==> config.mk <==
export PLATFORM = sky130hd
export DESIGN_NAME = el_scan_ctrl_flat
export DESIGN_NICKNAME = d
export VERILOG_FILES = /design/src/rtl/el_scan_ctrl_pkg.sv /design/src/rtl/el_scan_ctrl_if.sv /design/src/rtl/el_scan_ctrl_phase_cnt.sv /design/src/rtl/el_scan_ctrl.sv /design/src/flat_wrapper.sv
export SDC_FILE = /design/constraint.sdc
export NUM_CORES = 1
export LEC_CHECK = 0
export ABC_AREA = 1
export CAP_MARGIN = 30
export CELL_PAD_IN_SITES_DETAIL_PLACEMENT = 0
export CELL_PAD_IN_SITES_GLOBAL_PLACEMENT = 2
export CORE_ASPECT_RATIO = 1.1
export CORE_UTILIZATION = 32
export DETAILED_ROUTE_END_ITERATION = 8
export PLACE_DENSITY_LB_ADDON = 0.1
export SYNTH_ARGS = -nofsm -noshare
export SYNTH_HDL_FRONTEND = slang
export SYNTH_SLANG_ARGS = --single-unit
==> constraint.sdc <==
create_clock -name Vclk -period 2.7 [get_ports Vclk]
set_input_delay 0.675 -clock Vclk [delete_from_list [all_inputs] [get_ports Vclk]]
set_output_delay 0.675 -clock Vclk [all_outputs]
set_load 0.01 [all_outputs]
==> src/rtl/el_scan_ctrl_pkg.sv <==
// Shared types and default timing for the EL panel scan controller.
package el_pkg;

  localparam int unsigned CNT_W = 9;
  localparam int unsigned IDX_W = 8;

  localparam int unsigned DEF_H_ACTIVE = 160;
  localparam int unsigned DEF_H_FRONT  = 4;
  localparam int unsigned DEF_H_SYNC   = 8;
  localparam int unsigned DEF_H_BACK   = 8;
  localparam int unsigned DEF_V_ACTIVE = 240;
  localparam int unsigned DEF_V_FRONT  = 1;
  localparam int unsigned DEF_V_SYNC   = 2;
  localparam int unsigned DEF_V_BACK   = 2;

  typedef enum logic [2:0] {
    S_IDLE,
    S_HSYNC,
    S_HBACK,
    S_HACT,
    S_HFRONT
  } hstate_e;

  typedef enum logic [1:0] {
    VP_SYNC,
    VP_BACK,
    VP_ACT,
    VP_FRONT
  } vphase_e;

endpackage

==> src/rtl/el_scan_ctrl_if.sv <==
// Scan timing bundle between the controller and the pixel generator.
interface el_scan_ctrl_if;
  import el_pkg::*;

  logic             run;
  logic             HS;
  logic             VS;
  logic             DE;
  logic [IDX_W-1:0] col;
  logic [IDX_W-1:0] line;
  logic             frame;
  logic             sof;
  logic             busy;

  modport master (input run, output HS, VS, DE, col, line, frame, sof, busy);
  modport slave  (output run, input HS, VS, DE, col, line, frame, sof, busy);
endinterface

==> src/rtl/el_scan_ctrl_phase_cnt.sv <==
// Length-loadable phase counter; exposes its next value so callers can register outputs in step.
module el_phase_cnt
  import el_pkg::*;
(
  input  logic             Vclk,
  input  logic             rst,
  input  logic             en,
  input  logic             clr,
  input  logic [CNT_W-1:0] len,
  output logic [CNT_W-1:0] cnt_nxt_c,
  output logic             tc_c
);

  logic [CNT_W-1:0] cnt;

  assign tc_c = (cnt == len - CNT_W'(1));

  always_comb begin
    cnt_nxt_c = cnt;
    if (clr) begin
      cnt_nxt_c = '0;
    end else if (en) begin
      cnt_nxt_c = tc_c ? '0 : cnt + CNT_W'(1);
    end
  end

  always_ff @(posedge Vclk) begin
    if (rst) begin
      cnt <= '0;
    end else begin
      cnt <= cnt_nxt_c;
    end
  end

endmodule

==> src/rtl/el_scan_ctrl.sv <==
// Scan timing sequencer: horizontal FSM plus vertical phase tracking, frame-boundary start/stop.
module el_scan_ctrl
  import el_pkg::*;
#(
  parameter int unsigned H_ACTIVE = DEF_H_ACTIVE,
  parameter int unsigned H_FRONT  = DEF_H_FRONT,
  parameter int unsigned H_SYNC   = DEF_H_SYNC,
  parameter int unsigned H_BACK   = DEF_H_BACK,
  parameter int unsigned V_ACTIVE = DEF_V_ACTIVE,
  parameter int unsigned V_FRONT  = DEF_V_FRONT,
  parameter int unsigned V_SYNC   = DEF_V_SYNC,
  parameter int unsigned V_BACK   = DEF_V_BACK
) (
  input  logic              Vclk,
  input  logic              rst,
  el_scan_ctrl_if.master    bus
);

  hstate_e          hstate, hstate_n;
  vphase_e          vphase, vphase_n;
  logic [CNT_W-1:0] hlen, vlen, hcnt_n, vcnt_n;
  logic             htc, vtc;
  logic             line_end_c, frame_end_c, de_n;

  // Phase lengths for the current horizontal state / vertical phase
  always_comb begin
    hlen = CNT_W'(H_SYNC);
    case (hstate)
      S_HBACK:  hlen = CNT_W'(H_BACK);
      S_HACT:   hlen = CNT_W'(H_ACTIVE);
      S_HFRONT: hlen = CNT_W'(H_FRONT);
      default:  hlen = CNT_W'(H_SYNC);
    endcase
    vlen = CNT_W'(V_SYNC);
    case (vphase)
      VP_BACK:  vlen = CNT_W'(V_BACK);
      VP_ACT:   vlen = CNT_W'(V_ACTIVE);
      VP_FRONT: vlen = CNT_W'(V_FRONT);
      default:  vlen = CNT_W'(V_SYNC);
    endcase
  end

  el_phase_cnt u_hcnt (
    .Vclk      (Vclk),
    .rst       (rst),
    .en        (hstate != S_IDLE),
    .clr       (hstate == S_IDLE),
    .len       (hlen),
    .cnt_nxt_c (hcnt_n),
    .tc_c      (htc)
  );

  el_phase_cnt u_vcnt (
    .Vclk      (Vclk),
    .rst       (rst),
    .en        (line_end_c),
    .clr       (hstate == S_IDLE),
    .len       (vlen),
    .cnt_nxt_c (vcnt_n),
    .tc_c      (vtc)
  );

  always_comb begin
    hstate_n    = hstate;
    vphase_n    = vphase;
    line_end_c  = (hstate == S_HFRONT) && htc;
    frame_end_c = line_end_c && (vphase == VP_FRONT) && vtc;
    case (hstate)
      S_IDLE:   if (bus.run) hstate_n = S_HSYNC;
      S_HSYNC:  if (htc) hstate_n = S_HBACK;
      S_HBACK:  if (htc) hstate_n = S_HACT;
      S_HACT:   if (htc) hstate_n = S_HFRONT;
      // A frame only ends into IDLE when run has dropped by its last cycle
      S_HFRONT: if (htc) hstate_n = (frame_end_c && !bus.run) ? S_IDLE : S_HSYNC;
      default:  hstate_n = S_IDLE;
    endcase
    if (line_end_c && vtc) begin
      case (vphase)
        VP_SYNC:  vphase_n = VP_BACK;
        VP_BACK:  vphase_n = VP_ACT;
        VP_ACT:   vphase_n = VP_FRONT;
        default:  vphase_n = VP_SYNC;
      endcase
    end
  end

  always_ff @(posedge Vclk) begin
    if (rst) begin
      hstate <= S_IDLE;
      vphase <= VP_SYNC;
    end else begin
      hstate <= hstate_n;
      vphase <= vphase_n;
    end
  end

  assign de_n = (hstate_n == S_HACT) && (vphase_n == VP_ACT);

  // Outputs are registered from next-state values so they align with the state edge
  always_ff @(posedge Vclk) begin
    if (rst) begin
      bus.HS    <= 1'b0;
      bus.VS    <= 1'b0;
      bus.DE    <= 1'b0;
      bus.col   <= '0;
      bus.line  <= '0;
      bus.frame <= 1'b0;
      bus.sof   <= 1'b0;
      bus.busy  <= 1'b0;
    end else begin
      bus.HS    <= (hstate_n == S_HSYNC);
      bus.VS    <= (hstate_n != S_IDLE) && (vphase_n == VP_SYNC);
      bus.DE    <= de_n;
      bus.col   <= de_n ? IDX_W'(hcnt_n) : '0;
      bus.line  <= ((hstate_n != S_IDLE) && (vphase_n == VP_ACT)) ? IDX_W'(vcnt_n) : '0;
      bus.frame <= bus.frame ^ frame_end_c;
      bus.sof   <= bus.run && ((hstate == S_IDLE) || frame_end_c);
      bus.busy  <= (hstate_n != S_IDLE);
    end
  end

endmodule

==> src/flat_wrapper.sv <==
// flat-port wrapper written by rule: the top's interface ports become plain ports
module el_scan_ctrl_flat import el_pkg::*;
#(
  parameter int unsigned H_ACTIVE = DEF_H_ACTIVE,
  parameter int unsigned H_FRONT  = DEF_H_FRONT,
  parameter int unsigned H_SYNC   = DEF_H_SYNC,
  parameter int unsigned H_BACK   = DEF_H_BACK,
  parameter int unsigned V_ACTIVE = DEF_V_ACTIVE,
  parameter int unsigned V_FRONT  = DEF_V_FRONT,
  parameter int unsigned V_SYNC   = DEF_V_SYNC,
  parameter int unsigned V_BACK   = DEF_V_BACK
)
  (Vclk, rst, bus_run, bus_HS, bus_VS, bus_DE, bus_col, bus_line, bus_frame, bus_sof, bus_busy);
  el_scan_ctrl_if bus_i ();
  input  logic Vclk;
  input  logic rst;
  input wire logic [$bits(bus_i.run)-1:0] bus_run;
  output wire logic [$bits(bus_i.HS)-1:0] bus_HS;
  output wire logic [$bits(bus_i.VS)-1:0] bus_VS;
  output wire logic [$bits(bus_i.DE)-1:0] bus_DE;
  output wire logic [$bits(bus_i.col)-1:0] bus_col;
  output wire logic [$bits(bus_i.line)-1:0] bus_line;
  output wire logic [$bits(bus_i.frame)-1:0] bus_frame;
  output wire logic [$bits(bus_i.sof)-1:0] bus_sof;
  output wire logic [$bits(bus_i.busy)-1:0] bus_busy;
  assign bus_i.run = bus_run;
  assign bus_HS = bus_i.HS;
  assign bus_VS = bus_i.VS;
  assign bus_DE = bus_i.DE;
  assign bus_col = bus_i.col;
  assign bus_line = bus_i.line;
  assign bus_frame = bus_i.frame;
  assign bus_sof = bus_i.sof;
  assign bus_busy = bus_i.busy;
  el_scan_ctrl #(.H_ACTIVE(H_ACTIVE), .H_FRONT(H_FRONT), .H_SYNC(H_SYNC), .H_BACK(H_BACK), .V_ACTIVE(V_ACTIVE), .V_FRONT(V_FRONT), .V_SYNC(V_SYNC), .V_BACK(V_BACK)) u_core (.Vclk(Vclk), .rst(rst), .bus(bus_i));
endmodule
==> metrics list, run 1 <==
- During placement, the flow inserted port buffers numbering 24.
* Leading cell types by total area after synthesis: dfxtp_1, nor2_1, nand2_1
* Die extent in y: 84.1 µm
- In this run, synthesis produced a sequential element count of 45.
- The tool flagged a number of max-cap violations equal to 0.
* TNS Setup: 0 ns
* Number of optimization iterations in the first detailed-route pass: 4
- IR analysis of the VDD net gives a maximum drop of 0.233 mV.
* Width of the die: 76.7 µm
* Startpoint of the most critical setup path: u_core.u_hcnt.cnt[0]$_SDFF_PP0_
* Crit share post-route: 79.8%
* Layout cells sized above 1: 14.7%
- The cell count after synthesis came out at 247.
- Dividing the synthesized area by the synthesized cell count gives 7.94 µm².
* Library cell occupying the most area in the post-synthesis netlist: dfxtp_1
* Area inside the core boundary: 5840 µm²
* Number of buffers added for setup after CTS: 0
- Number of violations reported at the end of detailed-routing iteration 0: 30
- Final setup violating endpoints: 0
- Dividing the detail-routed via count by the number of cells gives 4.39.
- Clock H-tree levels: 2
- In the routed design, unresolved DRC markers number 0.
- The max-slew violation total from the final report came to 0.
- Req. time, crit path: 2.89 ns
* Post-synthesis net count: 256
- The final hold violation count is 0.
* Path class of the lowest-slack min-delay path: flip-flop to flip-flop
- The Yosys step of the flow raised 0 warnings.
- The tree is rooted in a clkbuf_8.
- Status: finished clean
* Hold Path Origin: u_core.u_hcnt.cnt[0]$_SDFF_PP0_
- Across the routed clock network, the largest skew measured is 0.0122 ns.
- No sink is reached through more buffers than the 2 on the longest clock path.
- Critical path type: flip-flop to flip-flop
* Number of ports placed on the die boundary: 25
- Clock share of power: 38.1%
- Largest net degree at the start of global routing: 17
- Counting instances in the post-synthesis netlist gives the leading cell types as nor2_1, dfxtp_1, nand2_1, inv_1, nand3_1.
- Combinational share of power: 4.1%
* Routability-driven placement congestion ratio: 0.764
- Area added between synthesis and finish: 21.9%
- Detailed Route WL: 4.09 mm
- Row count: 29
- Slew margin rel.: 69.8%
* Total overflow reported by the global router: 0
- Library cells used by synthesis: 33
* Number of fill cells in the layout: 611
* Proportion of total power due to net switching: 24.7%
* Switching component of the power: 0.287 mW
- Derived from the worst setup path, the maximum achievable clock frequency is 464 MHz.
- The repair_antennas step left the layout with diodes totalling 0.
* Initial cell density of the core: 33.6%
- Power spread over the standard cell area amounts to 486 nW/µm².
- Data arrival, critical path: 2.35 ns
* TritonCTS Sinks: 45
- In the global route stage, overall resource usage came out at 14.0%.
- Registers take 901 µm².
- Min cycle time layout: 2.16 ns
- Most frequently used cell type in the post-synthesis netlist: nor2_1
- Top fanout value on the critical path: 8
- In this run the biggest area consumer among cell types represents 45.9% of the synthesized area.
- Placed wire-length estimate: 3.17 mm
* Fraction of power consumed by sequential logic: 57.8%
* Post-layout nets: 286
* Via count: 1560
- Static power due to leakage: 0.895 nW
- The worst setup path is captured at a flip-flop.
- Setup repair after global routing left no endpoint under its margin.
- Startpoint class of the critical path: flip-flop
- Number of global-route vias before repair: 1517
- Primary flip-flop cell chosen by synthesis mapping: dfxtp_1
- # resized after CTS: 0
- Die footprint: 6450 µm²
- In this run the remaining antenna-violating nets after routing total 0.
- Pin slew with the least headroom to its limit: 0.451 ns
- DP Area: 2300 µm²
- Counting flops with a built-in enable in the synthesized netlist gives 0.
* Multi-input logic area: 937 µm²
- Internal power: 0.875 mW
- First-pass GRT wire length: 6.99 mm
* Post-synthesis sequential area ratio: 45.9%
* Clock transition at the registers of the reported paths: 0.10 ns
- The startpoint identified for the worst register-to-register timing path is u_core.u_hcnt.cnt[0]$_SDFF_PP0_.
- Final design instance area without fill: 2390 µm²
- Clock latency of the later-clocked register in the worst-skew pair: 0.30 ns
* Number of buffers created by CTS: 5
- In the synthesized netlist the async set-or-reset flop fraction comes to 0%.
- After clock tree synthesis, the flow added hold-fix buffers numbering 0.
- TritonCTS built the clock tree.
- Antenna violations before repair: 0
- Dividing the detail-routed wire length by the instance count gives 11.5 µm.
* Combined area of all synthesized cells: 1960 µm²
layout make-up:
| type | count | area share [%] |
|---|---|---|
| Multi-Input combinational cell | 169 | 39.2 |
| Sequential cell | 45 | 37.7 |
| Timing Repair Buffer | 25 | 10.4 |
| Inverter | 31 | 4.86 |
| Tap cell | 77 | 4.03 |
| Clock buffer | 5 | 2.88 |
| Clock inverter | 3 | 1.05 |
worst paths after layout:
path / endpoint / slack (ns) / depth (start not counted)
setup / recovery: u_core.bus.line[7]$_SDFF_PP0_ / 0.54 / 13
setup reg to reg: u_core.bus.line[7]$_SDFF_PP0_ / 0.54 / 13
hold / removal: u_core.u_hcnt.cnt[0]$_SDFF_PP0_ / 0.48 / 1
hold reg to reg: u_core.u_hcnt.cnt[0]$_SDFF_PP0_ / 0.48 / 1
power groups by stage:
stage	Sequential, mW	Combinational [mW]	Clock [mW]
3_3_place_gp	0.687	0.0496	0
3_5_place_dp	0.687	0.0484	0
5_1_grt	0.673	0.0532	0.488
2_1_floorplan	0.689	0.0264	0
6_report	0.672	0.0477	0.442
4_1_cts	0.672	0.0486	0.456
layer usage:
layer | routed length, µm | global-route usage (%) | part of all wire (%)
met5 | 0 | 0 | 0
met4 | 70 | 5.77 | 1.7
met3 | 78 | 3.28 | 1.9
met2 | 2070 | 25.1 | 51
met1 | 1870 | 16.0 | 46
layout by cell type, fill, tap and decap left out, types with 5 or more instances in the layout:
| cell | synthesis | layout |
|---|---|---|
| dfxtp_1 | 45 | 45 |
| nor2_2 | 11 | 11 |
| clkdlybuf4s50_1 | 0 | 24 |
| clkbuf_8 | 0 | 5 |
| inv_1 | 27 | 27 |
| ha_1 | 6 | 6 |
| nor3_2 | 5 | 5 |
| nor2_1 | 49 | 49 |
| o21ai_0 | 5 | 5 |
| nand3_1 | 16 | 16 |
| nand2_1 | 38 | 38 |
metrics by stage:
| stage | setup slack [ns] | total power [mW] | hold slack, ns | instances | util [%] |
|---|---|---|---|---|---|
| after global routing | 0.344 | 1.21 | 0.515 | 355 | 41.0 |
| after floorplan | 0.826 | 0.716 | 0.440 | 247 | - |
| final | 0.545 | 1.16 | 0.484 | 355 | 41.0 |
| after detailed placement | 0.535 | 0.736 | 0.465 | 347 | 39.3 |
| after global placement | 0.538 | 0.737 | 0.458 | 347 | 39.3 |
| after CTS | 0.514 | 1.18 | 0.489 | 355 | 41.0 |
sequential cells by signal (all words and copies together) (netlist names):
name and count:
u_core.bus.DE 1, u_core.bus.HS 1, u_core.bus.VS 1, u_core.bus.busy 1, u_core.bus.col 8, u_core.bus.frame 1
u_core.bus.line 8, u_core.bus.sof 1, u_core.hstate 3, u_core.u_hcnt.cnt 9, u_core.u_vcnt.cnt 9, u_core.vphase 2
kinds of logic (layout without fill, tap and decap cells):
kind of cell	count (synthesis)	after routing	share of synthesized area, %
buf+inv	33	64	6.31
fa+ha+maj	6	6	3.83
flops	45	45	45.9
xor+xnor	5	5	2.23
simple gates	140	140	36.2
compound gates	18	18	5.55
critical path, cell delays in order (launching register included):
cell and delay, ns:
dfxtp_1 0.40, ha_1 0.22, nand2_1 0.08, nor3_2 0.21
o21ai_1 0.12, nor2_2 0.11, nand2_1 0.12, nor2_1 0.15
nand3b_1 0.16, nand2_1 0.09, nand2_1 0.11, nand2_4 0.07
nand2_4 0.14, nor2_2 0.05
(Power assumes the default switching activity.)
==> run 2, diff against run 1 <==
==> constraint.sdc (replaced) <==
create_clock -name Vclk -period 2.1 [get_ports Vclk]
set_input_delay 0.525 -clock Vclk [delete_from_list [all_inputs] [get_ports Vclk]]
set_output_delay 0.525 -clock Vclk [all_outputs]
set_load 0.01 [all_outputs]
==> run 2 against run 1 <==
Maximum frequency rose by 10%. Sequential share of layout area is 3.4 points lower. Routed wire length grew 7.6%. Critical path depth increased by 1. Sequential power grew 29%. Final cell count grew 5.6%.
==> metrics list, run 2 (same netlist as run 1, synthesis figures left out) <==
- Die extent in y: 84.1 µm (unchanged)
* Post-DRT Antenna Nets: 0 (unchanged)
* Worst slack at placement: 0.0322 ns (was 0.535 ns)
- Clock transition at the registers of the reported paths: 0.09 ns (was 0.10 ns)
* TritonCTS Sinks: 45 (unchanged)
- The global-route wire length before repair was 7.14 mm (was 6.99 mm).
* Startpoint class of the critical path: flip-flop (unchanged)
- Pin slew with the least headroom to its limit: 0.517 ns (was 0.451 ns)
- Number of violations reported at the end of detailed-routing iteration 0: 52 (was 30)
- Routability-driven placement congestion ratio: 0.756 (was 0.764)
- Total overflow reported by the global router: 0 (unchanged)
- Routed WL per cell: 11.7 µm (was 11.5 µm)
* Area added between synthesis and finish: 34.8% (was 21.9%)
* Placed wire-length estimate: 3.20 mm (was 3.17 mm)
- The worst path required time came to 2.29 ns (was 2.89 ns).
- The buffering stage count on the worst path with inverters included was 0 (unchanged).
- The row count came to 29 (unchanged).
- Ordered list of cells on the worst path: ha_4, nand2_4, nor3_4, o21ai_1, nor2_2, nand2_2, a31oi_1, nand2_1, nand2_2, nand2_4, nand2_4, nand2_4, nand2_8, nor2_2 (was ha_1, nand2_1, nor3_2, o21ai_1, nor2_2, nand2_1, nor2_1, nand3b_1, nand2_1, nand2_1, nand2_4, nand2_4, nor2_2)
* Worst VDD drop: 0.300 mV (was 0.233 mV)
- The overall track demand over capacity in global routing is 14.3% (was 14.0%).
- Top fanout value on the critical path: 8 (unchanged)
* Critical-path top delay cell: dfxtp_2 (was dfxtp_1)
- Unrepaired setup endpoints after global routing: yes (was no).
- The number of detailed-routing iterations run before antenna repair was 4 (unchanged).
* Most frequent cells in the layout: nor2_1, dfxtp_1, nand2_1 (unchanged)
- Slew margin rel.: 65.4% (was 69.8%)
- Maximum buffer depth of the clock tree: 2 (unchanged)
* Clock skew: 0.00535 ns (was 0.0122 ns)
- Antenna violations before repair: 0 (unchanged)
* Max incr delay on CP: 0.37 ns (was 0.40 ns)
* Areal power density over the cells: 564 nW/µm² (was 486 nW/µm²)
* Number of global-route vias before repair: 1575 (was 1517)
- Via count: 1638 (was 1560)
* Largest registers ranked by flip-flop count: u_core.u_hcnt.cnt: 9 flops, u_core.u_vcnt.cnt: 9 flops (unchanged)
- The post-route DRC violation count was 0 (unchanged).
- Width of the die: 76.7 µm (unchanged)
* Ant. Diodes: 0 (unchanged)
- Critical path type: flip-flop to flip-flop (unchanged)
- Status: finished clean (unchanged)
- Clock latency of the later-clocked register in the worst-skew pair: 0.30 ns (about the same)
- The top achievable clock speed is 510 MHz (was 464 MHz).
* Count of max-cap constraint violations: 0 (unchanged)
* Path class of the lowest-slack min-delay path: flip-flop to flip-flop (unchanged)
- The final hold violation count came to 0 (unchanged).
- The count of final setup violators is 0 (unchanged).
- Detailed Route WL: 4.40 mm (was 4.09 mm)
- The kind of capture point of the worst setup path was a flip-flop (unchanged).
- Hold-fix buffers, CTS: 0 (unchanged)
* Post-layout nets: 306 (was 286)
- Number of ports placed on the die boundary: 25 (unchanged)
* Cell type with the highest occurrence count on the critical path: nand2_4 (was nand2_1)
- CTS tree: done (unchanged)
* Area inside the core boundary: 5840 µm² (unchanged)
* Number of I/O port buffers: 24 (unchanged)
- Largest net degree at the start of global routing: 16 (was 17)
* Initial cell density of the core: 33.6% (unchanged)
- The average vias per placed instance is 4.37 (was 4.39).
- Min cycle time layout: 1.96 ns (was 2.16 ns)
* Crit share post-route: 93.3% (was 79.8%)
* Die footprint: 6450 µm² (unchanged)
- The leakage power of the design was 0.976 nW (was 0.895 nW).
- The signal arrival time at the worst endpoint is 2.15 ns (was 2.35 ns).
- Number of buffers created by CTS: 5 (unchanged)
- Max-slew violations: 0 (unchanged)
- Clock H-tree levels: 2 (unchanged)
* Crit-path leading delay family: simple AND/OR/NAND/NOR gates (unchanged)
- The final worst-path setup slack came to 0.140 ns (was 0.545 ns).
- The clock root buffer master is clkbuf_8 (unchanged).
- Most frequent standard cell in the layout excluding fill and tap cells: nor2_1 (unchanged)
- Layout cells sized above 1: 26.2% (was 14.7%)
- The accumulated negative setup slack is 0 ns (unchanged).
run 2: through the flow:
step | area, µm² | hold WS, ns | power, mW | util, % | cells
3_5_place_dp | 2400 | 0.527 | 0.950 | 41.0 | 360
4_1_cts | 2490 | 0.545 | 1.51 | 42.6 | 368
6_report | 2640 | 0.540 | 1.49 | 45.3 | 375
5_1_grt | 2640 | 0.579 | 1.56 | 45.3 | 375
2_1_floorplan | 1960 | 0.440 | 0.920 | - | 247
3_3_place_gp | 2400 | 0.503 | 0.951 | 41.0 | 360
run 2: path summary, 6_finish.rpt:
| path | from | endpoint | slack [ns] | cells after the start |
|---|---|---|---|---|
| max | u_core.u_hcnt.cnt[1]$_SDFF_PP0_ | u_core.bus.line[1]$_SDFF_PP0_ | 0.14 | 14 |
| min | u_core.bus.frame$_SDFF_PP0_ | u_core.bus.frame$_SDFF_PP0_ | 0.54 | 2 |
| max reg2reg | u_core.u_hcnt.cnt[1]$_SDFF_PP0_ | u_core.bus.line[1]$_SDFF_PP0_ | 0.14 | 14 |
| min reg2reg | u_core.bus.frame$_SDFF_PP0_ | u_core.bus.frame$_SDFF_PP0_ | 0.54 | 2 |
run 2: layout make-up:
class / count / area [µm²]
tap: 77 / 96.3
clock buffer: 5 / 68.8
sequential: 45 / 906
fill: 612 / 3200
clock inverter: 3 / 22.5
timing repair buffer: 44 / 390
inverter: 31 / 116
multi-input combinational: 170 / 1040
run 2: worst min-delay path, cell delays in order (launching register included):
cell	delay, ns
dfxtp_1	0.36
xnor2_1	0.08
nor2_1	0.08
run 2: layer usage:
layer	up-vias	track usage [%]	part of all wire (%)
met5	-	0	0
met4	0	5.77	1.6
met3	7	3.61	2.0
met2	13	24.7	52
met1	744	16.9	44
li1	874	-	-
run 2: report_power, final:
group / switching (mW) / internal, mW
clock network: 0.314 / 0.236
logic: 0.0460 / 0.0321
registers: 0.00349 / 0.860
total: 0.364 / 1.13
run 2: what timing repair did:
item,4_1_cts,5_1_grt
buffers inserted,0,6
setup endpoints to repair,0,24
resized for setup,0,27
